--- config.mk ---
export PLATFORM = sky130hd
export DESIGN_NAME = image_line_feeder
export DESIGN_NICKNAME = d
export VERILOG_FILES = /design/src/rtl/image_stream_pkg.sv /design/src/rtl/intr_credit_counter.sv /design/src/rtl/image_line_feeder.sv
export SDC_FILE = /design/constraint.sdc
export NUM_CORES = 1
export LEC_CHECK = 0
export BUFFER_PORTS_ARGS = -buffer_cell sky130_fd_sc_hd__buf_2
export CAP_MARGIN = 15
export CORE_AREA = 5 5 77 79
export CTS_CLUSTER_SIZE = 25
export DETAILED_ROUTE_END_ITERATION = 8
export DIE_AREA = 0 0 82 84
export GPL_TIMING_DRIVEN = 0
export PLACE_DENSITY = 0.61
export SKIP_CTS_REPAIR_TIMING = 1
export SLEW_MARGIN = 20
export SYNTH_ARGS = -nofsm -noshare
export SYNTH_HDL_FRONTEND = slang
export SYNTH_HIERARCHICAL = 1
export SYNTH_SLANG_ARGS = --single-unit
export TNS_END_PERCENT = 1
--- constraint.sdc ---
create_clock -name axi_clk -period 3.06 [get_ports axi_clk]
set_clock_uncertainty 0.15 [all_clocks]
set_input_delay 0.306 -clock axi_clk [delete_from_list [all_inputs] [get_ports axi_clk]]
set_output_delay 0.306 -clock axi_clk [all_outputs]
set_load 0.05 [all_outputs]
--- src/rtl/image_stream_pkg.sv ---
`default_nettype none
// ----------------------------------------------------------------------------
// image_stream_pkg - shared state type and default geometry for the line feeder
// Rev 1.0
// ----------------------------------------------------------------------------
package image_stream_pkg;

  localparam int PIXEL_W        = 8;
  localparam int DEFAULT_LINE_W = 512;
  localparam int DEFAULT_IMG_H  = 512;

  typedef enum logic [2:0] {
    IDLE      = 3'd0,
    PREFILL   = 3'd1,
    WAIT_LINE = 3'd2,
    SEND_LINE = 3'd3,
    SEND_PAD  = 3'd4,
    DONE      = 3'd5
  } feeder_state_t;

  function automatic int min_int(input int a, input int b);
    return (a < b) ? a : b;
  endfunction

endpackage
`default_nettype wire

--- src/rtl/intr_credit_counter.sv ---
`default_nettype none
// ----------------------------------------------------------------------------
// intr_credit_counter - interrupt edge detect with saturating line-slot credits
// Rev 1.0
// ----------------------------------------------------------------------------
module intr_credit_counter #(
  parameter int CREDIT_W = 3
) (
  input  logic clk,
  input  logic rst,
  input  logic clear,
  input  logic enable,
  input  logic intr_in,
  input  logic consume,
  output logic has_credit,
  output logic overflow
);

  localparam logic [CREDIT_W-1:0] CREDIT_MAX = '1;

  logic                intr_d;
  logic [CREDIT_W-1:0] credit;
  logic                intr_edge;
  logic                take_credit;

  assign intr_edge   = intr_in & ~intr_d & enable;
  assign has_credit  = (credit != '0);
  assign take_credit = consume & has_credit;

  // A simultaneous edge and consume leaves the count untouched.
  always_ff @(posedge clk or posedge rst) begin
    if (rst) begin
      intr_d   <= 1'b0;
      credit   <= '0;
      overflow <= 1'b0;
    end else begin
      intr_d <= intr_in;
      if (clear) begin
        credit   <= '0;
        overflow <= 1'b0;
      end else if (intr_edge && !take_credit) begin
        if (credit == CREDIT_MAX) begin
          overflow <= 1'b1;
        end else begin
          credit <= credit + 1'b1;
        end
      end else if (!intr_edge && take_credit) begin
        credit <= credit - 1'b1;
      end
    end
  end

endmodule
`default_nettype wire

--- src/rtl/image_line_feeder.sv ---
`default_nettype none
// ----------------------------------------------------------------------------
// image_line_feeder - releases upstream pixels to the filter one line per credit
// Rev 1.0
// ----------------------------------------------------------------------------
module image_line_feeder
  import image_stream_pkg::*;
#(
  parameter int LINE_W        = DEFAULT_LINE_W,
  parameter int IMG_H         = DEFAULT_IMG_H,
  parameter int PREFILL_LINES = 4,
  parameter int PAD_LINES     = 2,
  parameter int CREDIT_W      = 3
) (
  input  logic               axi_clk,
  input  logic               axi_reset,
  input  logic               start,
  input  logic [PIXEL_W-1:0] s_pixel_data,
  input  logic               s_pixel_valid,
  output logic               s_pixel_ready,
  input  logic               intr_in,
  output logic [PIXEL_W-1:0] m_pixel_data,
  output logic               m_pixel_valid,
  output logic               busy,
  output logic               frame_done,
  output logic               credit_overflow
);

  localparam int PIX_CW  = (LINE_W > 1) ? $clog2(LINE_W) : 1;
  localparam int LINE_CW = $clog2(IMG_H + 1);
  localparam int PAD_CW  = (PAD_LINES > 0) ? $clog2(PAD_LINES + 1) : 1;

  localparam logic [PIX_CW-1:0]  PIX_LAST    = PIX_CW'(LINE_W - 1);
  localparam logic [LINE_CW-1:0] IMG_END     = LINE_CW'(IMG_H);
  localparam logic [LINE_CW-1:0] PREFILL_END = LINE_CW'(min_int(PREFILL_LINES, IMG_H));
  localparam logic [PAD_CW-1:0]  PAD_END     = PAD_CW'(PAD_LINES);

  feeder_state_t      state;
  logic [PIX_CW-1:0]  pix_cnt;
  logic [LINE_CW-1:0] line_cnt;
  logic [PAD_CW-1:0]  pad_cnt;

  logic has_credit;
  logic consume;
  logic start_accept;
  logic take;
  logic pix_last;
  logic img_done;
  logic pad_done;

  assign s_pixel_ready = (state == PREFILL) || (state == SEND_LINE);
  assign take          = s_pixel_valid & s_pixel_ready;
  assign pix_last      = (pix_cnt == PIX_LAST);
  assign img_done      = (line_cnt == IMG_END);
  assign pad_done      = (pad_cnt == PAD_END);
  assign start_accept  = (state == IDLE) & start;
  assign consume       = (state == WAIT_LINE) & has_credit & (~img_done | ~pad_done);

  intr_credit_counter #(
    .CREDIT_W (CREDIT_W)
  ) u_credit (
    .clk        (axi_clk),
    .rst        (axi_reset),
    .clear      (start_accept),
    .enable     (state != IDLE),
    .intr_in    (intr_in),
    .consume    (consume),
    .has_credit (has_credit),
    .overflow   (credit_overflow)
  );

  always_ff @(posedge axi_clk or posedge axi_reset) begin
    if (axi_reset) begin
      state         <= IDLE;
      pix_cnt       <= '0;
      line_cnt      <= '0;
      pad_cnt       <= '0;
      m_pixel_data  <= '0;
      m_pixel_valid <= 1'b0;
      busy          <= 1'b0;
      frame_done    <= 1'b0;
    end else begin
      m_pixel_valid <= 1'b0;
      frame_done    <= 1'b0;
      if (take) begin
        m_pixel_valid <= 1'b1;
        m_pixel_data  <= s_pixel_data;
      end

      case (state)
        IDLE: begin
          if (start) begin
            state    <= PREFILL;
            pix_cnt  <= '0;
            line_cnt <= '0;
            pad_cnt  <= '0;
            busy     <= 1'b1;
          end
        end

        // Prefill lines and credited lines share the transfer path; only the exit differs.
        PREFILL, SEND_LINE: begin
          if (take) begin
            pix_cnt <= pix_last ? '0 : pix_cnt + 1'b1;
            if (pix_last) begin
              line_cnt <= line_cnt + 1'b1;
              if ((state == SEND_LINE) || ((line_cnt + 1'b1) == PREFILL_END)) begin
                state <= WAIT_LINE;
              end
            end
          end
        end

        WAIT_LINE: begin
          if (consume) begin
            state <= img_done ? SEND_PAD : SEND_LINE;
          end else if (img_done && pad_done) begin
            state      <= DONE;
            frame_done <= 1'b1;
            busy       <= 1'b0;
          end
        end

        SEND_PAD: begin
          m_pixel_valid <= 1'b1;
          m_pixel_data  <= '0;
          pix_cnt       <= pix_last ? '0 : pix_cnt + 1'b1;
          if (pix_last) begin
            pad_cnt <= pad_cnt + 1'b1;
            state   <= WAIT_LINE;
          end
        end

        DONE:    state <= IDLE;
        default: state <= IDLE;
      endcase
    end
  end

endmodule
`default_nettype wire

==> impl_results.rst <==
.. list-table::
   :header-rows: 1

   * - Metric
     - Value
   * - Result of the run
     - finished clean
   * - Actual transition at the worst max-transition pin
     - 0.556 ns
   * - Cell Count Post-Placement
     - 330
   * - Synth warnings
     - 6
   * - Startpoint types
     - flop
   * - Global-route usage over all layers
     - 15.3%
   * - Yosys top cell by area
     - sky130_fd_sc_hd__dfrtp_1
   * - Max IR drop VDD
     - 0.000338 V
   * - Timing-limited maximum frequency
     - 357 MHz
   * - Number of nets with antenna violations after routing
     - 0
   * - Net switching share of the total power
     - 38.7%
   * - Layout Area Growth over Synthesis
     - 15.2%
   * - # H-tree levels
     - 2
   * - Most frequent cells after synthesis
     - sky130_fd_sc_hd__dfrtp_1, sky130_fd_sc_hd__nor2_1, sky130_fd_sc_hd__o21ai_0, sky130_fd_sc_hd__nand2_1
   * - Setup repair after global routing missed its margin
     - no
   * - Utilization after layout
     - 48.6%
   * - Switching power of the nets
     - 602 µW
   * - Syn Inst Count
     - 232
   * - Number of inserted diodes
     - 0
   * - # fillers
     - 525
   * - Headroom to the max-slew limit
     - 62.8%
   * - # clock sinks
     - 40
   * - Net count after synthesis
     - 251
   * - Setup ws final
     - 0.259 ns
   * - Most prevalent standard cell on the critical path
     - sky130_fd_sc_hd__and3_1
   * - Flip-flop and latch area
     - 1000 µm²
   * - Area of combinational cells with multiple inputs
     - 1130 µm²
   * - Number of global-route vias before repair
     - 1803
   * - Final critical-path share of the clock period
     - 91.5%
   * - Die span in y
     - 84 µm
   * - Top delay family on crit path
     - compound AO/OA/AOI/OAI gates
   * - Pin count of the biggest net entering global routing
     - 30
   * - Total leakage power
     - 0.00116 µW
   * - Number of detailed-routing iterations run before antenna repair
     - 4
   * - Starting utilization of the core area
     - 42.2%
   * - Die area
     - 6890 µm²
   * - Post-DR wirelength/cell
     - 14.1 µm
   * - Stage delay of the slowest cell on the critical path
     - 0.41 ns
   * - Proportion of power drawn by combinational gates
     - 33.9%
   * - Total count of max-transition violations in the final report
     - 0
   * - Max FO, Critical Path
     - 9
   * - # DRC
     - 0
   * - Final number of hold-violating endpoints
     - 0
   * - Time the worst path needs with I/O delays and setup
     - 2.80 ns
   * - Top Ports
     - 26
   * - Count of flip-flops with a built-in enable after synthesis
     - 0
   * - Power share of the sequential group
     - 44.2%
   * - Number of distinct library cells after synthesis
     - 65
   * - Floorplan die width
     - 82 µm
   * - Most used flip-flop cell after synthesis
     - sky130_fd_sc_hd__dfrtp_1
   * - Required time of the critical path
     - 3.10 ns
   * - Port Buffer Count
     - 25
   * - Category of the worst setup path capture point
     - flop
   * - Standard-cell rows
     - 27
   * - Synth Register Bits
     - 40
   * - Hold WC Path Type
     - in -> reg
   * - Number of vias after detailed routing
     - 1849
   * - Post-DP HPWL
     - 3.41 mm
   * - Core Footprint
     - 5270 µm²
   * - Internal Pwr Total
     - 956 µW
   * - Cell with the most instances after synthesis
     - sky130_fd_sc_hd__dfrtp_1
   * - Arr. time, crit path
     - 2.84 ns
   * - Wire length after detailed routing
     - 4.78 mm
   * - Clock tree from TritonCTS
     - yes
   * - Setup Crit Path Kind
     - reg -> reg
   * - Cells traversed along the worst timing path
     - ha_1 > and3_1 > and3_1 > and3_1 > ha_1 > clkbuf_1 > a311oi_1 > a211oi_2 > nor2b_1 > o211a_1
   * - CP Buf/Inv Count
     - 1
   * - DRC marker count from the first detailed-route iteration
     - 159
   * - Clock root cell
     - sky130_fd_sc_hd__clkbuf_8
   * - Number of violations of the max-capacitance limit
     - 0
   * - Share of synthesized area occupied by flip-flops and latches
     - 45.0%
   * - Final std cells w/o fill
     - 339
   * - Clock transition at the registers of the reported paths
     - 0.08 ns
   * - Reg2reg setup slack
     - 0.26 ns
   * - Top post-synthesis cells by area
     - sky130_fd_sc_hd__dfrtp_1, sky130_fd_sc_hd__o21ai_0, sky130_fd_sc_hd__nor2_1, sky130_fd_sc_hd__a22o_1, sky130_fd_sc_hd__ha_1
   * - First-pass GRT wire length
     - 8.38 mm
   * - Mean area per synthesized cell
     - 9.58 µm²
   * - Setup Slack @ Placement
     - 0.248 ns
   * - Fin Setup TNS
     - 0 ns
   * - Fraction of registers with async set or reset after synthesis
     - 100%
   * - Clock buffer depth
     - 2
   * - Total power after layout
     - 1560 µW
   * - Final RePlAce weighted congestion
     - 0.835
   * - Global route total overflow
     - 0
   * - Summed instance area of the synthesized netlist
     - 2220 µm²
   * - Via density
     - 5.45
   * - Endpoints failing setup
     - 0
   * - Clock share of power
     - 21.9%
   * - Number of buffers created by CTS
     - 5
   * - Fraction of final layout cells with drive strength greater than 1
     - 20.6%
   * - Total power density per cell area
     - 609 nW/µm²
   * - Layout net count
     - 286
   * - Insertion delay to the later sink of the worst-skew pair
     - 0.29 ns
   * - Crit-path slowest cell
     - sky130_fd_sc_hd__dfrtp_1
   * - Area share of the leading cell type in the synthesized netlist
     - 45.0%
   * - Initial antenna violation count
     - 0
==> cell families (layout without fill, tap and decap cells) <==
kind of cell | Yosys count | count (layout) | share of synthesized area [%]
AO/OA/AOI/OAI | 67 | 67 | 20.1
flip-flops | 40 | 40 | 45.0
multiplexers | 4 | 4 | 1.91
adder cells (fa/ha/maj) | 6 | 6 | 3.72
XOR/XNOR | 1 | 1 | 0.394
buffers and inverters | 19 | 54 | 3.94
AND/OR/NAND/NOR | 95 | 95 | 24.9
==> layout make-up <==
class	instances	share of cell area [%]
inverter	11	1.61
sequential	40	39.1
multi-input combinational	173	44.3
buffer	8	1.86
clock buffer	5	2.69
timing repair buffer	28	6.45
clock inverter	2	0.489
tap	72	3.52
==> worst paths after layout <==
kind                                         to       startpoint  cells after the start
worst max-delay path                   state[1]       pix_cnt[0]                     10
worst min-delay path            m_pixel_data[2]  s_pixel_data[2]                      2
worst max register to register         state[1]       pix_cnt[0]                     10
worst min register to register       pix_cnt[3]       pix_cnt[3]                      1
max in group asynchronous            pix_cnt[5]        axi_reset                      4
min in group asynchronous            pad_cnt[1]        axi_reset                      3
==> registers in the layout (all words and copies together), names as in the netlist <==
register	count
u_credit/intr_d	1
pix_cnt	9
u_credit/overflow	1
line_cnt	10
state	3
pad_cnt	2
m_pixel_data	8
u_credit/credit	3
busy	1
frame_done	1
m_pixel_valid	1
==> per-layer routing <==
metal / routed length [µm] / GRT usage (%) / up-vias
met4: 27 / 4.53 / 0
li1: - / - / 912
met3: 275 / 4.00 / 2
met2: 2210 / 23.4 / 54
met5: 0 / 0 / -
met1: 2260 / 21.0 / 881
==> worst register-to-register path: stages, from the launching register on <==
cell	delay [ns]
sky130_fd_sc_hd__dfrtp_1	0.41
sky130_fd_sc_hd__ha_1	0.20
sky130_fd_sc_hd__and3_1	0.22
sky130_fd_sc_hd__and3_1	0.21
sky130_fd_sc_hd__and3_1	0.17
sky130_fd_sc_hd__ha_1	0.13
sky130_fd_sc_hd__clkbuf_1	0.34
sky130_fd_sc_hd__a311oi_1	0.18
sky130_fd_sc_hd__a211oi_2	0.37
sky130_fd_sc_hd__nor2b_1	0.09
sky130_fd_sc_hd__o211a_1	0.23
==> power groups by stage <==
stage | registers [µW] | logic (µW) | clock network, µW
final | 688 | 529 | 341
after global routing | 704 | 584 | 375
after CTS | 688 | 533 | 361
after detailed placement | 694 | 532 | 0
after global placement | 696 | 515 | 0
after floorplan | 806 | 288 | 0
==> cell usage in the layout (no fill, tap or decap), types with 3 or more instances in the layout <==
master                     count
sky130_fd_sc_hd__a21oi_1       8
sky130_fd_sc_hd__a22o_1        8
sky130_fd_sc_hd__and3_1        5
sky130_fd_sc_hd__buf_2        26
sky130_fd_sc_hd__clkbuf_1      3
sky130_fd_sc_hd__clkbuf_8      5
sky130_fd_sc_hd__dfrtp_1      40
sky130_fd_sc_hd__ha_1          5
sky130_fd_sc_hd__inv_1         8
sky130_fd_sc_hd__inv_2         3
sky130_fd_sc_hd__nand2_1      16
sky130_fd_sc_hd__nand2b_1      8
sky130_fd_sc_hd__nand3_1       9
sky130_fd_sc_hd__nand4_1       3
sky130_fd_sc_hd__nor2_1       23
sky130_fd_sc_hd__o21ai_0      23
sky130_fd_sc_hd__o21ai_1       6
sky130_fd_sc_hd__o41ai_1       3
sky130_fd_sc_hd__or3_1         3
==> metrics by stage <==
stage,hold WS (ns),cell area [µm²]
6_report,0.0800,2560
5_1_grt,0.0756,2560
4_1_cts,-0.238,2540
3_5_place_dp,0.0902,2460
3_3_place_gp,0.0841,2440
2_1_floorplan,-0.0655,2220
(Power assumes the default switching activity.)
